**src/rtl/remote_latency_pipe.sv**
```systemverilog
// remote_latency_pipe: multi-channel fixed-latency elastic pipeline for
// remote-group TCDM traffic. Each channel has a non-stalling delay line
// feeding an output FIFO, and credits that bound the beats in flight so the
// FIFO can never overflow.
// Optional feature: define REMOTE_PIPE_STATS_EN to add per-channel
// saturating output-stall counters on stall_cnt_o.
module remote_latency_pipe #(
  parameter int unsigned NumChannels   = 4,
  parameter int unsigned DataWidth     = 32,
  parameter int unsigned LatencyCycles = 7,
  parameter int unsigned FifoDepth     = LatencyCycles + 1
) (
  input  logic                             clk_i,
  input  logic                             rst_i,
  input  logic                             flush_i,
  input  logic [NumChannels-1:0]           in_valid_i,
  output logic [NumChannels-1:0]           in_ready_o,
  input  logic [NumChannels*DataWidth-1:0] in_data_i,
  output logic [NumChannels-1:0]           out_valid_o,
  input  logic [NumChannels-1:0]           out_ready_i,
  output logic [NumChannels*DataWidth-1:0] out_data_o,
  output logic                             idle_o
`ifdef REMOTE_PIPE_STATS_EN
  ,
  output logic [NumChannels*32-1:0]        stall_cnt_o
`endif
);

  localparam int unsigned CntW = $clog2(FifoDepth + 1);
  localparam int unsigned PtrW = (FifoDepth > 1) ? $clog2(FifoDepth) : 1;

  logic [NumChannels-1:0] cred_full;

  // Pipeline is idle only when every channel holds all of its credits
  assign idle_o = &cred_full;

  for (genvar c = 0; c < NumChannels; c++) begin : g_ch
    logic [DataWidth-1:0] din;
    logic                 accept;
    logic                 pop;
    logic                 fifo_wr;
    logic [DataWidth-1:0] fifo_wdata;
    logic [CntW-1:0]      credits;
    logic [CntW-1:0]      count;
    logic [PtrW-1:0]      rd_ptr;
    logic [PtrW-1:0]      wr_ptr;
    logic [DataWidth-1:0] mem [FifoDepth];

    assign din            = in_data_i[c*DataWidth +: DataWidth];
    assign in_ready_o[c]  = (credits != '0) && !flush_i;
    assign accept         = in_valid_i[c] && in_ready_o[c];
    assign pop            = out_valid_o[c] && out_ready_i[c];
    assign out_valid_o[c] = (count != '0);
    assign out_data_o[c*DataWidth +: DataWidth] = mem[rd_ptr];
    assign cred_full[c]   = (credits == CntW'(FifoDepth));

    // Delay line: the FIFO write register is the final latency stage, so
    // only LatencyCycles-1 explicit stages are needed ahead of it
    if (LatencyCycles > 1) begin : g_dl
      localparam int unsigned Stages = LatencyCycles - 1;
      logic [Stages-1:0]    dl_valid;
      logic [DataWidth-1:0] dl_data [Stages];

      // Valid bits shift every cycle; flush and reset discard them
      always_ff @(posedge clk_i or posedge rst_i) begin
        if (rst_i) begin
          dl_valid <= '0;
        end else if (flush_i) begin
          dl_valid <= '0;
        end else begin
          dl_valid[0] <= accept;
          for (int unsigned i = 1; i < Stages; i++) begin
            dl_valid[i] <= dl_valid[i-1];
          end
        end
      end

      // Payload shifts alongside the valid bits; qualified by them
      always_ff @(posedge clk_i) begin
        dl_data[0] <= din;
        for (int unsigned i = 1; i < Stages; i++) begin
          dl_data[i] <= dl_data[i-1];
        end
      end

      assign fifo_wr    = dl_valid[Stages-1];
      assign fifo_wdata = dl_data[Stages-1];
    end else begin : g_nodl
      assign fifo_wr    = accept;
      assign fifo_wdata = din;
    end

    // Credit counter: accept consumes, pop returns, flush restores
    always_ff @(posedge clk_i or posedge rst_i) begin
      if (rst_i) begin
        credits <= CntW'(FifoDepth);
      end else if (flush_i) begin
        credits <= CntW'(FifoDepth);
      end else if (accept && !pop) begin
        credits <= credits - CntW'(1);
      end else if (pop && !accept) begin
        credits <= credits + CntW'(1);
      end
    end

    // FIFO pointers and occupancy; pointers wrap modulo FifoDepth
    always_ff @(posedge clk_i or posedge rst_i) begin
      if (rst_i) begin
        rd_ptr <= '0;
        wr_ptr <= '0;
        count  <= '0;
      end else if (flush_i) begin
        rd_ptr <= '0;
        wr_ptr <= '0;
        count  <= '0;
      end else begin
        if (fifo_wr) begin
          wr_ptr <= (wr_ptr == PtrW'(FifoDepth - 1)) ? '0 : wr_ptr + PtrW'(1);
        end
        if (pop) begin
          rd_ptr <= (rd_ptr == PtrW'(FifoDepth - 1)) ? '0 : rd_ptr + PtrW'(1);
        end
        count <= count + CntW'(fifo_wr) - CntW'(pop);
      end
    end

    // FIFO storage; cleared on reset so the head reads zero out of reset
    always_ff @(posedge clk_i or posedge rst_i) begin
      if (rst_i) begin
        for (int unsigned i = 0; i < FifoDepth; i++) begin
          mem[i] <= '0;
        end
      end else if (fifo_wr && !flush_i) begin
        mem[wr_ptr] <= fifo_wdata;
      end
    end

`ifdef REMOTE_PIPE_STATS_EN
    logic [31:0] stall_cnt;

    // Saturating count of cycles where the head is offered but not taken
    always_ff @(posedge clk_i or posedge rst_i) begin
      if (rst_i) begin
        stall_cnt <= '0;
      end else if (flush_i) begin
        stall_cnt <= '0;
      end else if (out_valid_o[c] && !out_ready_i[c] && (stall_cnt != 32'hFFFF_FFFF)) begin
        stall_cnt <= stall_cnt + 32'd1;
      end
    end

    assign stall_cnt_o[c*32 +: 32] = stall_cnt;
`endif

    // Credit accounting must never wrap
    a_credit_underflow : assert property (@(posedge clk_i) disable iff (rst_i)
      !(accept && !pop && (credits == '0)));
    a_credit_overflow : assert property (@(posedge clk_i) disable iff (rst_i)
      !(pop && !accept && (credits == CntW'(FifoDepth))));
    // Credits bound the in-flight beats, so a delay-line write never meets a full FIFO
    a_fifo_overflow : assert property (@(posedge clk_i) disable iff (rst_i)
      !(fifo_wr && (count == CntW'(FifoDepth))));
  end

endmodule

```
**config.mk**
```make
export PLATFORM = sky130hd
export DESIGN_NAME = remote_latency_pipe
export DESIGN_NICKNAME = d
export VERILOG_FILES = /design/src/rtl/remote_latency_pipe.sv
export SDC_FILE = /design/constraint.sdc
export NUM_CORES = 2
export LEC_CHECK = 0
export CAP_MARGIN = 40
export CORE_MARGIN = 2
export CORE_UTILIZATION = 54
export CTS_CLUSTER_DIAMETER = 80
export DETAILED_ROUTE_END_ITERATION = 8
export PLACE_DENSITY_LB_ADDON = 0.1
export SLEW_MARGIN = 20
export SYNTH_ARGS = -nofsm -noshare
export SYNTH_HDL_FRONTEND = slang
export SYNTH_SLANG_ARGS = --single-unit
```
**constraint.sdc**
```tcl
create_clock -name clk_i -period 34.8 [get_ports clk_i]
set_input_delay 5.22 -clock clk_i [delete_from_list [all_inputs] [get_ports clk_i]]
set_output_delay 5.22 -clock clk_i [all_outputs]
set_load 0.03 [all_outputs]
```
==> flow_metrics.tcl <==
set metrics [dict create \
    async_flop_share_pct 59.0 \
    numClockSinks 1872 \
    place_congestion 0.720 \
    synth-seq-cells 1872 \
    power_frac_seq_pct 48.1 \
    fin_crit_sh_pct 33.1 \
    drive_above_1_share_pct 40.3 \
    synth_area_leader_cell "dfrtp_1" \
    ys_top_cells_by_count "dfrtp_1 (1,100), mux2_2 (1,081), dfxtp_1 (768), mux4_2 (256), buf_2 (104)" \
    ys_types 54 \
    postCtsSetupRepairBufs 0 \
    tightest_slew_ps 908 \
    cts_tree "yes" \
    cts.repair.resized 0 \
    hold_buffers 0 \
    critical_path.max_stage_delay_ps 710 \
    synth_cells 3834 \
    arrival_ps 6300 \
    power_frac_comb_pct 9.8 \
    placed_area_mm2 0.0701 \
    num_vias 32300 \
    drc 0 \
    period_minus_slack_ps 11520 \
    die_area_mm2 0.124 \
    p_sw_share_pct 23.9 \
    slew_headroom_pct 39.5 \
    crit_buf_inv 2 \
    path_clk_slew_ps 60 \
    synth_nets 4024 \
    die_h_um 352 \
    synthFlopType "dfrtp_1" \
    clkLatencyLatePin_ps 800 \
    crit_path_end_kind "output port" \
    cts_buffers 184 \
    startpoint_type "input port" \
    place_hpwl_um 69400 \
    root_buffer "clkbuf_16" \
    core.rowCount 127 \
    leakage_nw 35.5 \
    intPower_mw 3.67 \
    regToRegSetupSlack_ps 31650 \
    grt_max_degree 183 \
    powerDensity_mw_per_mm2 62.9 \
    finalHoldViolCount 0 \
    max-vdd-ir-drop_mv 0.0517 \
    power.net_switching_mw 1.15 \
    synth_area_per_cell_um2 17.1 \
    grt_overflow 0 \
    setup_violations 0 \
    wl_um 123000 \
    synth.yosys.seq_area_share_pct 65.8 \
    yosysTopAreaCellShare_pct 42.1 \
    skew_ps 37.8 \
    critical-path-top-delay-family "buffers and inverters" \
    synth.most_common_cell "dfrtp_1" \
    design_area_mm2 0.0766 \
    power.share.clock_pct 42.1 \
    rsz0062_at_grt "no" \
    ys_top_cells_by_area "dfrtp_1 (42%), dfxtp_1 (24%), mux2_2 (19%), mux4_2 (8.8%), mux2_1 (1.3%)" \
    final_nets 4369 \
    cp.required_ps 29580 \
    clk_path_buf_depth 3 \
    netlist_area_mm2 0.0654 \
    detailedRoute.firstPassIterationCount 5 \
    boundaryPins 276 \
    grt_pass1_vias 34100 \
    drv_cap 0 \
    crit_fanout 7 \
    path_cells "buf_4, nor2_1, clkdlybuf4s50_1" \
    crit_slowest_cell "clkdlybuf4s50_1" \
    path_class "in -> out" \
    yosysWarningCount 0 \
    ctsHtreeMaxLevel 4 \
    drv_slew 0 \
    initial_core_util_pct 54.5 \
    coreArea_mm2 0.120 \
    hp-class "reg -> reg" \
    wl_per_cell_um 20.6 \
    track_usage_pct 20.2 \
    antenna_found_initial 0 \
    status "complete, no violations" \
    drt_iter0_drc 1664 \
    grt_pass1_wl_um 197000 \
    io_buffers 275 \
    synthToLayoutAreaGrowth_pct 17.2 \
    antenna_left 0 \
    fp.dieW_um 352 \
    via_per_inst 5.42 \
    timing.fmax_ghz 0.0868 \
    setup_tns_ps 0 \
    synth_edf_count 0 \
]
==> sequential cells by signal (all words and copies together) (netlist names) <==
signal              cells
g_ch.g_dl.dl_data     768
g_ch.credits           16
g_ch.count             16
g_ch.mem             1024
g_ch.g_dl.dl_valid     24
g_ch.rd_ptr            12
g_ch.wr_ptr            12
==> layer usage <==
metal / routed length, um / GRT usage (%) / share of wire (%)
met2: 58300 / 31.8 / 48
met5: 0 / 0 / 0
met4: 3340 / 7.03 / 2.7
met3: 4310 / 3.70 / 3.5
met1: 56700 / 28.6 / 46
==> final cells by class <==
cell class	count	area, um2
multi-input cells	1732	21400
clock inverters	54	729
clock buffers	295	5690
fillers	8628	43300
flip-flops and latches	1872	43000
repair buffers	350	3630
inverters	39	150
diodes	1	2.50
well taps	1612	2020
==> through the flow <==
step	power (mW)	util (%)	std cells	setup slack [ps]	hold slack, ps
after global placement	2.82	58.2	5590	23300	310
after global routing	5.02	63.9	5954	23250	310
after CTS	4.89	63.8	5950	23260	305
after detailed placement	2.84	58.4	5601	23260	312
after floorplan	2.67	-	3834	14350	310
final	4.82	63.9	5955	23280	306
==> kinds of logic (layout without fill, tap and decap cells) <==
group,after synthesis,after routing,synth area share [%]
AOI/OAI and AO/OA,56,56,0.607
xor gates and xnor gates,19,19,0.276
adders and majority gates,51,51,1.07
buffers and inverters,230,738,1.67
DFF,1872,1872,65.8
muxes,1419,1419,28.8
other,0,1,0
and+or+nand+nor,187,187,1.76
==> power by group through the flow <==
stage | clock, mW | sequential, mW | combinational [mW]
4_1_cts | 2.09 | 2.32 | 0.481
3_5_place_dp | 0 | 2.36 | 0.478
6_report | 2.03 | 2.32 | 0.473
3_3_place_gp | 0 | 2.36 | 0.463
2_1_floorplan | 0 | 2.32 | 0.350
5_1_grt | 2.18 | 2.33 | 0.515
==> cells in the final DEF (no fill, tap or decap), drive strengths merged, types with 31 or more instances in the layout <==
cell type         n
inv              48
dfrtp          1100
dfxtp           768
mux4            256
mux2           1154
clkinv           33
ha               43
clkbuf          295
nor2b            31
buf              76
clkdlybuf4s50   274
nand2            37
nor2             36
==> final timing paths <==
kind                                                      from                                  end  cells after the start
max                                                    flush_i                        in_ready_o[3]                      3
min                        g_ch[1].g_dl.dl_data[3][11]$_DFF_P_  g_ch[1].g_dl.dl_data[4][11]$_DFF_P_                      0
max reg2reg                         g_ch[1].count[2]$_DFF_PP0_       g_ch[1].credits[3]$_DFFE_PP1P_                     10
min reg2reg                g_ch[1].g_dl.dl_data[3][11]$_DFF_P_  g_ch[1].g_dl.dl_data[4][11]$_DFF_P_                      0
max in group asynchronous                                rst_i        g_ch[0].rd_ptr[0]$_DFFE_PP0P_                      8
min in group asynchronous                                rst_i         g_ch[2].mem[243]$_DFFE_PP0P_                      3
No activity file was read; power rests on OpenSTA's default activity.
